[config.mk]
export PLATFORM = sky130hd
export DESIGN_NAME = vga_scene_ctrl_flat
export DESIGN_NICKNAME = d
export VERILOG_FILES = /design/src/rtl/vga_pkg.sv /design/src/rtl/vga_scene_ctrl_if.sv /design/src/rtl/vga_cfg_regfile.sv /design/src/rtl/vga_scene_ctrl.sv /design/src/flat_wrapper.sv
export SDC_FILE = /design/constraint.sdc
export NUM_CORES = 1
export LEC_CHECK = 0
export CAP_MARGIN = 20
export CORE_MARGIN = 5
export CORE_UTILIZATION = 30
export CTS_BUF_LIST = sky130_fd_sc_hd__clkbuf_16
export DETAILED_ROUTE_END_ITERATION = 10
export GPL_ROUTABILITY_DRIVEN = 0
export PLACE_DENSITY = 0.6
export SYNTH_ARGS = -nofsm -noshare
export SYNTH_HDL_FRONTEND = slang
export SYNTH_SLANG_ARGS = --single-unit
[constraint.sdc]
create_clock -name clk -period 2.7 [get_ports clk]
set_clock_uncertainty 0.2 [all_clocks]
set_input_delay 0.81 -clock clk [delete_from_list [all_inputs] [get_ports clk]]
set_output_delay 0.81 -clock clk [all_outputs]
set_load 0.03 [all_outputs]
[src/rtl/vga_pkg.sv]
// rtl/vga_pkg.sv - shared constants, default boundaries and FSM encoding for the scene controller
package vga_pkg;

    localparam int CFG_DATA_W   = 10;
    localparam int CFG_NUM_REGS = 8;

    localparam logic [CFG_DATA_W-1:0] DEF_Y0 = 10'd135;
    localparam logic [CFG_DATA_W-1:0] DEF_Y1 = 10'd205;
    localparam logic [CFG_DATA_W-1:0] DEF_Y2 = 10'd217;
    localparam logic [CFG_DATA_W-1:0] DEF_Y3 = 10'd305;
    localparam logic [CFG_DATA_W-1:0] DEF_Y4 = 10'd310;
    localparam logic [CFG_DATA_W-1:0] DEF_Y5 = 10'd414;
    localparam logic [CFG_DATA_W-1:0] DEF_X0 = 10'd324;
    localparam logic [CFG_DATA_W-1:0] DEF_X1 = 10'd604;

    typedef enum logic [1:0] {
        ST_IDLE  = 2'd0,
        ST_ARMED = 2'd1,
        ST_COPY  = 2'd2,
        ST_DONE  = 2'd3
    } scene_state_t;

    // Registers beyond the standard eight have no defined boundary and reset to 0.
    function automatic logic [CFG_DATA_W-1:0] def_value(input int idx);
        case (idx)
            0:       def_value = DEF_Y0;
            1:       def_value = DEF_Y1;
            2:       def_value = DEF_Y2;
            3:       def_value = DEF_Y3;
            4:       def_value = DEF_Y4;
            5:       def_value = DEF_Y5;
            6:       def_value = DEF_X0;
            7:       def_value = DEF_X1;
            default: def_value = '0;
        endcase
    endfunction

endpackage

[src/rtl/vga_scene_ctrl_if.sv]
// rtl/vga_scene_ctrl_if.sv - host write and commit handshake bundle
interface vga_scene_ctrl_if #(
    parameter int ADDR_W = 3,
    parameter int DATA_W = 10
);
    logic              wr_valid;
    logic              wr_ready;
    logic [ADDR_W-1:0] wr_addr;
    logic [DATA_W-1:0] wr_data;
    logic              commit_req;
    logic              commit_pending;
    logic              commit_done;

    modport master (
        output wr_valid, wr_addr, wr_data, commit_req,
        input  wr_ready, commit_pending, commit_done
    );

    modport slave (
        input  wr_valid, wr_addr, wr_data, commit_req,
        output wr_ready, commit_pending, commit_done
    );
endinterface

[src/rtl/vga_cfg_regfile.sv]
// rtl/vga_cfg_regfile.sv - shadow and active boundary arrays with atomic copy strobe
module vga_cfg_regfile
    import vga_pkg::*;
#(
    parameter int NUM_REGS = 8,
    parameter int DATA_W   = 10,
    parameter int ADDR_W   = 3
) (
    input  logic                         clk,
    input  logic                         reset_n,
    input  logic                         we,
    input  logic [ADDR_W-1:0]            waddr,
    input  logic [DATA_W-1:0]            wdata,
    input  logic                         copy,
    output logic [NUM_REGS*DATA_W-1:0]   cfg_active
);

    logic [DATA_W-1:0] shadow [NUM_REGS];
    logic [DATA_W-1:0] active [NUM_REGS];

    // An address with no matching index simply never hits, so out-of-range writes drop.
    always_ff @(posedge clk or negedge reset_n) begin
        if (!reset_n) begin
            for (int i = 0; i < NUM_REGS; i++) begin
                shadow[i] <= DATA_W'(def_value(i));
                active[i] <= DATA_W'(def_value(i));
            end
        end else begin
            for (int i = 0; i < NUM_REGS; i++) begin
                if (we && waddr == ADDR_W'(i))
                    shadow[i] <= wdata;
                if (copy)
                    active[i] <= shadow[i];
            end
        end
    end

    genvar g;
    generate
        for (g = 0; g < NUM_REGS; g++) begin : g_flat
            assign cfg_active[g*DATA_W +: DATA_W] = active[g];
        end
    endgenerate

endmodule

[src/rtl/vga_scene_ctrl.sv]
// rtl/vga_scene_ctrl.sv - frame-synchronous boundary configuration controller
// Optional FRAME_CNT_EN adds the frame_cnt output counting frame_start pulses.
module vga_scene_ctrl
    import vga_pkg::*;
#(
    parameter int NUM_REGS = CFG_NUM_REGS,
    parameter int DATA_W   = CFG_DATA_W,
    parameter int ADDR_W   = 3
) (
    input  logic                        clk,
    input  logic                        reset_n,
    input  logic                        frame_start,
    vga_scene_ctrl_if.slave             bus,
    output logic [NUM_REGS*DATA_W-1:0]  cfg_active,
    output logic [7:0]                  cfg_gen
`ifdef FRAME_CNT_EN
    ,
    output logic [15:0]                 frame_cnt
`endif
);

    localparam logic [1:0] S_IDLE  = ST_IDLE;
    localparam logic [1:0] S_ARMED = ST_ARMED;
    localparam logic [1:0] S_COPY  = ST_COPY;
    localparam logic [1:0] S_DONE  = ST_DONE;

    logic [1:0] state;
    logic       wr_fire;

    assign bus.wr_ready       = (state == S_IDLE);
    assign bus.commit_pending = (state == S_ARMED) || (state == S_COPY);
    assign bus.commit_done    = (state == S_DONE);
    assign wr_fire            = bus.wr_valid && bus.wr_ready;

    // frame_start is only looked at in ARMED, so a commit requested on a
    // frame_start cycle waits a whole frame rather than copying mid-frame.
    always_ff @(posedge clk or negedge reset_n) begin
        if (!reset_n) begin
            state   <= S_IDLE;
            cfg_gen <= 8'd0;
        end else begin
            case (state)
                S_IDLE:  if (bus.commit_req) state <= S_ARMED;
                S_ARMED: if (frame_start)    state <= S_COPY;
                S_COPY: begin
                    state   <= S_DONE;
                    cfg_gen <= cfg_gen + 8'd1;
                end
                default: state <= S_IDLE;
            endcase
        end
    end

    vga_cfg_regfile #(
        .NUM_REGS (NUM_REGS),
        .DATA_W   (DATA_W),
        .ADDR_W   (ADDR_W)
    ) u_regfile (
        .clk        (clk),
        .reset_n    (reset_n),
        .we         (wr_fire),
        .waddr      (bus.wr_addr),
        .wdata      (bus.wr_data),
        .copy       (state == S_COPY),
        .cfg_active (cfg_active)
    );

`ifdef FRAME_CNT_EN
    always_ff @(posedge clk or negedge reset_n) begin
        if (!reset_n)
            frame_cnt <= 16'd0;
        else if (frame_start)
            frame_cnt <= frame_cnt + 16'd1;
    end
`endif

endmodule

[src/flat_wrapper.sv]
// flat-port wrapper written by rule: the top's interface ports become plain ports
module vga_scene_ctrl_flat import vga_pkg::*;
#(
    parameter int NUM_REGS = CFG_NUM_REGS,
    parameter int DATA_W   = CFG_DATA_W,
    parameter int ADDR_W   = 3
)
  (clk, reset_n, frame_start, cfg_active, cfg_gen, bus_wr_valid, bus_wr_addr, bus_wr_data, bus_commit_req, bus_wr_ready, bus_commit_pending, bus_commit_done);
  vga_scene_ctrl_if #(.ADDR_W(ADDR_W), .DATA_W(DATA_W)) bus_i ();
  input  logic clk;
  input  logic reset_n;
  input  logic frame_start;
  output logic [NUM_REGS*DATA_W-1:0] cfg_active;
  output logic [7:0] cfg_gen;
  input wire logic [$bits(bus_i.wr_valid)-1:0] bus_wr_valid;
  input wire logic [$bits(bus_i.wr_addr)-1:0] bus_wr_addr;
  input wire logic [$bits(bus_i.wr_data)-1:0] bus_wr_data;
  input wire logic [$bits(bus_i.commit_req)-1:0] bus_commit_req;
  output wire logic [$bits(bus_i.wr_ready)-1:0] bus_wr_ready;
  output wire logic [$bits(bus_i.commit_pending)-1:0] bus_commit_pending;
  output wire logic [$bits(bus_i.commit_done)-1:0] bus_commit_done;
  assign bus_i.wr_valid = bus_wr_valid;
  assign bus_i.wr_addr = bus_wr_addr;
  assign bus_i.wr_data = bus_wr_data;
  assign bus_i.commit_req = bus_commit_req;
  assign bus_wr_ready = bus_i.wr_ready;
  assign bus_commit_pending = bus_i.commit_pending;
  assign bus_commit_done = bus_i.commit_done;
  vga_scene_ctrl #(.NUM_REGS(NUM_REGS), .DATA_W(DATA_W), .ADDR_W(ADDR_W)) u_core (.clk(clk), .reset_n(reset_n), .frame_start(frame_start), .bus(bus_i), .cfg_active(cfg_active), .cfg_gen(cfg_gen));
endmodule
==> reports/summary.json, run 1 <==
{
  "clock_network": {
    "clk_transition_reported_paths_ns": 0.06,
    "clock_latency_ns": 0.42,
    "htree_num_levels": 4,
    "root_buffer": "clkbuf_16",
    "cts_buffer_depth": 2,
    "tritoncts.num_buffers": 17,
    "cts_hold_buf": 0,
    "cts_tree": "built",
    "cts_post_setup_buffers_inserted": 0,
    "cts.sink_count": 170
  },
  "pwr": {
    "leakage_nw": 3.615,
    "design_power_total_mw": 11.96,
    "worst_case_vdd_ir_drop_uv": 511.1,
    "power-per-cell-area_mw_per_mm2": 1369
  },
  "critical_path": {
    "crit_family": "buffers and inverters",
    "critical-path-slowest-cell": "clkdlybuf4s50_1",
    "cp_data_required_time_ns": 1.69,
    "reg2reg_capture_point": "u_core.u_regfile.shadow[78]$_DFFE_PN0P_",
    "cp-start-kind": "register",
    "rrSetupSlack_ns": 0.47,
    "critPathBufInv": 1,
    "cp_cell_sequence": "clkdlybuf4s50_1",
    "criticalPathCategory": "register to output port",
    "critPathMaxFanout": 2,
    "worst_case_reg_to_reg_path_depth": 6,
    "critical-path-max-stage-delay_ns": 0.69,
    "timing.critical_path.to_type": "output port",
    "arrival_worst_endpoint_ns": 1.64,
    "worstReg2RegStart": "u_core.state[0]$_DFFE_PN0P_"
  },
  "logic_synthesis": {
    "ys.warnings.count": 0,
    "synth_nets": 410,
    "synth.yosys.seq_area_share_pct": 66.50,
    "syn_avg_cell_area_um2": 16.93,
    "netlist_instances": 386,
    "ys_seq_elements": 170,
    "synth.cell_area_mm2": 0.006536,
    "ys_types": 23
  },
  "floorplan": {
    "num_rows": 54,
    "fp.dieW_um": 157.6,
    "top_level_ports": 109,
    "core-area_mm2": 0.02162,
    "floorplan.die_area_mm2": 0.02484,
    "initial_utilization_pct": 30.23,
    "die_y_um": 157.6
  },
  "timing": {
    "hold_viol_final": 0,
    "rsz0062_at_grt": "false",
    "finalMaxSlewViolations": 0,
    "final.setup.tns_ns": 0,
    "max-slew-margin-rel_pct": 61.80,
    "hold_slack_ns": 0.08173,
    "min_cycle_time_layout_ns": 2.645,
    "clock.fmax_mhz": 378.0,
    "tightestPinTransition_ns": 0.5712,
    "finalSetupViolations": 0,
    "layout_worst_path_cycle_share_pct": 97.97
  },
  "routing": {
    "drt-total-wl_um": 15020,
    "antenna_violating_nets_post_route": 0,
    "drt_pre_antenna_iters": 4,
    "initialDrtViolationCount": 64,
    "via_per_inst": 4.509,
    "vias": 3670,
    "route.detailed.drc": 0,
    "drt-wirelength-per-cell_um": 18.45
  },
  "global_routing": {
    "initial_antenna_violation_count": 0,
    "grt_remaining_overflow": 0,
    "first_global_vias": 4050,
    "maximum_number_of_pins_on_one_net_before_global_route_repair": 62,
    "overall_routing_resource_usage_pct": 12.70,
    "grt_pass1_wl_um": 23720
  },
  "placement": {
    "placedInstanceArea_mm2": 0.008177,
    "post-dp-hpwl_um": 10030,
    "portBuffers": 108,
    "placedCellCount": 780
  },
  "run_status": {
    "run_status": "finished clean"
  },
  "worst_hold_path": {
    "min-delay-path-class": "input port to asynchronous set/reset pin"
  },
  "flow_run": {
    "maxCapViolations": 0
  },
  "finish": {
    "area.growth.synth_to_final_pct": 33.63,
    "nFillCells": 1996,
    "final_non_filler_cell_area_mm2": 0.008735,
    "commonest_cells_after_routing_fill_and_taps_aside": "162 x mux2_2, 104 x clkdlybuf4s50_1, 96 x dfrtp_1, 74 x dfstp_2, 17 x clkbuf_16",
    "num-nets-final": 543,
    "finish.cell_count_without_fillers": 814,
    "drive_gt1_share_pct": 54.32,
    "mostFrequentLayoutCell": "mux2_2"
  }
}
how the worst max path moves through the flow:
stage | endpoint | cells after the start | start | slack [ns]
2_1_floorplan | u_core.u_regfile.shadow[61]$_DFFE_PN0P_ | 6 | u_core.state[0]$_DFFE_PN0P_ | 0.47
3_3_place_gp | u_core.u_regfile.shadow[69]$_DFFE_PN0P_ | 4 | bus_wr_valid | 0.07
3_5_place_dp | u_core.u_regfile.shadow[69]$_DFFE_PN0P_ | 4 | bus_wr_valid | 0.03
4_1_cts | bus_commit_pending | 3 | u_core.state[0]$_DFFE_PN0P_ | 0.01
5_1_grt | bus_wr_ready | 3 | u_core.state[0]$_DFFE_PN0P_ | 0.002
6_report | cfg_active[7] | 1 | u_core.u_regfile.cfg_active[7]$_DFFE_PN1N_ | 0.05
worst register-to-register path, cell delays in order (launching register included):
cell and delay [ns]:
dfrtp_1 0.42, inv_1 0.15, ha_1 0.19, buf_4 0.13
nand3b_1 0.13, or3_1 0.54, mux2_2 0.35
synthesized netlist by cell type, drive strengths merged:
cell type  number  area, um2
mux2          162       1824
dfrtp          96       2402
dfstp          74       1944
nor2            9      48.80
buf             8      50.05
ha              6      75.07
clkbuf          4      15.01
nand4           4      25.02
xor2            4      35.03
inv             3      11.26
nand2           3      11.26
xnor2           3      26.28
nand2b          2      12.51
or3             2      12.51
a21oi           1      5.000
mux2i           1      10.01
nand3           1      5.000
nand3b          1      7.510
nor2b           1      6.260
o32ai           1      8.760
registers in the layout (all words and copies together) (netlist names):
signal and cells:
u_core.u_regfile.shadow 80, u_core.state 2, u_core.u_regfile.cfg_active 80, u_core.cfg_gen 8
per-layer routing:
metal / wire length [um] / part of all wire (%) / vias up / track usage [%]
li1: - / - / 1636 / -
met1: 6946 / 46 / 1948 / 17.04
met2: 7264 / 48 / 75 / 20.23
met3: 669 / 4.5 / 11 / 3.937
met4: 139 / 0.93 / 0 / 3.154
met5: 0 / 0 / - / 0
logic make-up after synthesis:
family          Yosys count  share of synthesized area, %
compound gates            2                        0.2105
xor+xnor                  7                        0.9380
fa+ha+maj                 6                         1.149
buf+inv                  15                         1.168
flops                   170                         66.50
mux                     163                         28.06
simple gates             23                         1.972
final cells by class:
cell class                      count  area [um2]  share of cell area, %
Antenna cell                        2       5.005                0.05730
Timing Repair Buffer              126        1335                  15.28
Inverter                            3       11.26                 0.1289
Tap cell                          280       350.3                  4.011
Clock inverter                     15       135.1                  1.547
Multi-Input combinational cell    201        2126                  24.34
Clock buffer                       17       425.4                  4.870
Sequential cell                   170        4347                  49.76
per-stage QoR:
step / util [%] / worst slack [ns]
after global placement: 37.82 / 0.06612
final: 40.40 / 0.05472
after detailed placement: 37.82 / 0.02529
after global routing: 40.38 / 0.002331
after CTS: 40.39 / 0.01184
after floorplan: - / 0.4740
where the power goes:
part	leakage, nW	total, mW	switching [mW]	internal (mW)
clock network	0.264	2.31	0.970	1.34
registers	1.98	4.79	0.662	4.12
logic	1.37	4.86	2.40	2.46
total	3.62	12.0	4.03	7.93
timing repair:
action,4_1_cts,5_1_grt
gates resized for setup,3,2
endpoints found under the setup margin,3,1
pin swaps,0,0
gates cloned,0,0
Note: power is estimated with default switching activity, not from simulation.
==> run 2, diff against run 1 <==
Settings changed: CORE_UTILIZATION 30 to 53, PLACE_DENSITY 0.6 to 0.9.
==> run 2 against run 1 <==
Net effect:
- combinational power about the same
- routed wire length fell by 9.6%
- largest power group unchanged
- fmax hardly changed
- flip-flop and latch count stayed put
- first-iteration DRC count rose by 130%
- register-to-register slack lost 0.06 ns
- largest cell class unchanged
- total power decreased by 1.5%
- highest routed layer unchanged
==> reports/summary.json, run 2 (synthesis results as in run 1) <==
{
  "run_status": {
    "run_status": {"value": "finished clean", "change": "unchanged"}
  },
  "floorplan": {
    "die_y": {"value": 121.1, "unit": "um", "change": "was 157.6 um"},
    "floorplan.die_area": {"value": 0.01465, "unit": "mm2", "change": "was 0.02484 mm2"},
    "num_rows": {"value": 40, "change": "was 54"},
    "initial_utilization": {"value": 54.19, "unit": "%", "change": "was 30.23%"},
    "top_level_ports": {"value": 109, "change": "unchanged"},
    "fp.dieW": {"value": 121.1, "unit": "um", "change": "was 157.6 um"},
    "core-area": {"value": 0.01206, "unit": "mm2", "change": "was 0.02162 mm2"}
  },
  "pwr": {
    "sw_frac_of_total": {"value": 33.71, "unit": "%", "change": "was 33.68%"},
    "p_seq_share": {"value": 40.9, "unit": "%", "change": "was 40.0%"},
    "worst_case_vdd_ir_drop": {"value": 647.2, "unit": "uV", "change": "was 511.1 uV"},
    "power-per-cell-area": {"value": 1381, "unit": "mW/mm2", "change": "was 1369 mW/mm2"},
    "design_power_total": {"value": 11.78, "unit": "mW", "change": "was 11.96 mW"},
    "clockPowerShare": {"value": 17.9, "unit": "%", "change": "was 19.3%"},
    "leakage": {"value": 3.630, "unit": "nW", "change": "was 3.615 nW"},
    "cellInternalPower": {"value": 7.809, "unit": "mW", "change": "was 7.930 mW"},
    "p_comb_share": {"value": 41.2, "unit": "%", "change": "was 40.6%"},
    "switchingPower": {"value": 3.971, "unit": "mW", "change": "was 4.027 mW"}
  },
  "finish": {
    "commonest_cells_after_routing_fill_and_taps_aside": {"value": "162 x mux2_2, 104 x clkdlybuf4s50_1, 96 x dfrtp_1, 74 x dfstp_2, 17 x clkbuf_16", "change": "unchanged"},
    "mostFrequentLayoutCell": {"value": "mux2_2", "change": "unchanged"},
    "antenna_cells_inserted": {"value": 0, "change": "was 2"},
    "nFillCells": {"value": 825, "change": "was 1,996"},
    "area.growth.synth_to_final": {"value": 30.51, "unit": "%", "change": "was 33.63%"},
    "drive_gt1_share": {"value": 53.67, "unit": "%", "change": "was 54.32%"},
    "finish.cell_count_without_fillers": {"value": 699, "change": "was 814"},
    "total_area_of_multi_input_combinational_cells": {"value": 0.002126, "unit": "mm2", "change": "unchanged"},
    "seq_area": {"value": 0.004347, "unit": "mm2", "change": "unchanged"},
    "num-nets-final": {"value": 542, "change": "was 543"},
    "final_non_filler_cell_area": {"value": 0.008531, "unit": "mm2", "change": "was 0.008735 mm2"}
  },
  "critical_path": {
    "crit_family": {"value": "buffers and inverters", "change": "unchanged"},
    "critical-path-max-stage-delay": {"value": 0.67, "unit": "ns", "change": "was 0.69 ns"},
    "critPathMaxFanout": {"value": 2, "change": "unchanged"},
    "criticalPathCategory": {"value": "register to output port", "change": "unchanged"},
    "arrival_worst_endpoint": {"value": 1.64, "unit": "ns", "change": "about the same"},
    "cp-start-kind": {"value": "register", "change": "unchanged"},
    "critPathBufInv": {"value": 1, "change": "unchanged"},
    "critical-path-slowest-cell": {"value": "clkdlybuf4s50_1", "change": "unchanged"},
    "timing.critical_path.to_type": {"value": "output port", "change": "unchanged"},
    "cp_data_required_time": {"value": 1.69, "unit": "ns", "change": "about the same"},
    "cp_cell_sequence": {"value": "clkdlybuf4s50_1", "change": "unchanged"}
  },
  "placement": {
    "portBuffers": {"value": 108, "change": "unchanged"},
    "dp_worst_setup_slack": {"value": 0.008076, "unit": "ns", "change": "was 0.02529 ns"},
    "post-dp-hpwl": {"value": 9249, "unit": "um", "change": "was 10,030 um"},
    "placedInstanceArea": {"value": 0.008029, "unit": "mm2", "change": "was 0.008177 mm2"},
    "placedCellCount": {"value": 667, "change": "was 780"}
  },
  "routing": {
    "drt-total-wl": {"value": 13570, "unit": "um", "change": "was 15,020 um"},
    "via_per_inst": {"value": 5.233, "change": "was 4.509"},
    "drt_pre_antenna_iters": {"value": 4, "change": "unchanged"},
    "initialDrtViolationCount": {"value": 147, "change": "was 64"},
    "antenna_violating_nets_post_route": {"value": 0, "change": "unchanged"},
    "vias": {"value": 3658, "change": "was 3,670"},
    "drt-wirelength-per-cell": {"value": 19.41, "unit": "um", "change": "was 18.45 um"},
    "route.detailed.drc": {"value": 0, "change": "unchanged"}
  },
  "global_routing": {
    "grt.met2_usage": {"value": 30.46, "unit": "%", "change": "was 20.23%"},
    "busiest_layer": {"value": "met2", "change": "unchanged"},
    "grt_remaining_overflow": {"value": 0, "change": "unchanged"},
    "grt_pass1_wl": {"value": 21740, "unit": "um", "change": "was 23,720 um"},
    "initial_antenna_violation_count": {"value": 0, "change": "unchanged"},
    "overall_routing_resource_usage": {"value": 19.72, "unit": "%", "change": "was 12.70%"},
    "groute.layer.met3.usage": {"value": 5.688, "unit": "%", "change": "was 3.937%"},
    "first_global_vias": {"value": 3981, "change": "was 4,050"},
    "globalRouteMet1Util": {"value": 26.51, "unit": "%", "change": "was 17.04%"},
    "maximum_number_of_pins_on_one_net_before_global_route_repair": {"value": 60, "change": "was 62"}
  },
  "worst_hold_path": {
    "min-delay-path-class": {"value": "input port to asynchronous set/reset pin", "change": "unchanged"}
  },
  "timing": {
    "hold_viol_final": {"value": 0, "change": "unchanged"},
    "max-slew-margin-rel": {"value": 62.04, "unit": "%", "change": "was 61.80%"},
    "finalSetupViolations": {"value": 0, "change": "unchanged"},
    "layout_worst_path_cycle_share": {"value": 98.01, "unit": "%", "change": "was 97.97%"},
    "setup_slack": {"value": 0.05377, "unit": "ns", "change": "was 0.05472 ns"},
    "min_cycle_time_layout": {"value": 2.646, "unit": "ns", "change": "was 2.645 ns"},
    "final.setup.tns": {"value": 0, "unit": "ns", "change": "unchanged"},
    "tightestPinTransition": {"value": 0.5676, "unit": "ns", "change": "was 0.5712 ns"},
    "rsz0062_at_grt": {"value": "false", "change": "unchanged"},
    "finalMaxSlewViolations": {"value": 0, "change": "unchanged"},
    "clock.fmax": {"value": 377.9, "unit": "MHz", "change": "was 378.0 MHz"}
  },
  "clock_network": {
    "clk_transition_reported_paths": {"value": 0.06, "unit": "ns", "change": "about the same"},
    "cts_hold_buf": {"value": 0, "change": "unchanged"},
    "htree_num_levels": {"value": 4, "change": "unchanged"},
    "cts_tree": {"value": "built", "change": "unchanged"},
    "cts_buffer_depth": {"value": 2, "change": "unchanged"},
    "cts_post_setup_buffers_inserted": {"value": 0, "change": "unchanged"},
    "clock_latency": {"value": 0.41, "unit": "ns", "change": "was 0.42 ns"},
    "cts.sink_count": {"value": 170, "change": "unchanged"},
    "root_buffer": {"value": "clkbuf_16", "change": "unchanged"},
    "tritoncts.num_buffers": {"value": 17, "change": "unchanged"}
  },
  "flow_run": {
    "maxCapViolations": {"value": 0, "change": "unchanged"}
  }
}
## run 2: changes by cell type in the layout (fill, tap and decap cells not counted), sizes merged, moves of 2 or more
cell	previous run	this run
clkinvlp	4	0
inv	4	11
clkinv	8	6
diode	2	0
## run 2: area by class of cell
type                       count  area share, %
timing repair buffer         125          15.52
inverter                       3         0.1320
clock inverter                15          1.027
multi-input combinational    201          24.92
tap                          168          2.464
sequential                   170          50.95
clock buffer                  17          4.987
## run 2: per-stage QoR
stage	hold WS, ns	utilization, %
6_report	0.1623	70.73
5_1_grt	0.1877	70.73
4_1_cts	0.1704	70.81
3_5_place_dp	0.2569	66.57
3_3_place_gp	0.2553	66.57
2_1_floorplan	0.2736	-
## run 2: worst paths after layout
check | end | slack [ns] | start | cells past startpoint
setup reg to reg | u_core.u_regfile.shadow[69]$_DFFE_PN0P_ | 0.41 | u_core.state[0]$_DFFE_PN0P_ | 5
setup / recovery | cfg_active[57] | 0.05 | u_core.u_regfile.cfg_active[57]$_DFFE_PN1N_ | 1
min in group clk | u_core.cfg_gen[7]$_DFFE_PN0N_ | 0.26 | u_core.cfg_gen[7]$_DFFE_PN0N_ | 1
hold / removal | u_core.u_regfile.cfg_active[3]$_DFFE_PN0N_ | 0.16 | reset_n | 1
max in group asynchronous | u_core.u_regfile.shadow[4]$_DFFE_PN1P_ | 1.42 | reset_n | 2
hold reg to reg | u_core.cfg_gen[7]$_DFFE_PN0N_ | 0.26 | u_core.cfg_gen[7]$_DFFE_PN0N_ | 1
## run 2: per-layer routing
layer	routed length [um]	share of wire, %
met1	6142	45
met2	6427	47
met3	759	5.6
met4	242	1.8
met5	0	0
## run 2: power by group through the flow
stage	Clock, mW	Combinational, mW	Sequential (mW)
4_1_cts	2.15	4.93	4.82
5_1_grt	2.27	5.15	4.96
2_1_floorplan	0	1.97	5.84
3_5_place_dp	0	4.92	4.85
3_3_place_gp	0	4.77	4.77
6_report	2.11	4.85	4.81
## run 2: repair_timing
item / CTS / global route
hold endpoints to repair: 0 / 0
endpoints found under the setup margin: 3 / 2
gates resized for setup: 5 / 2
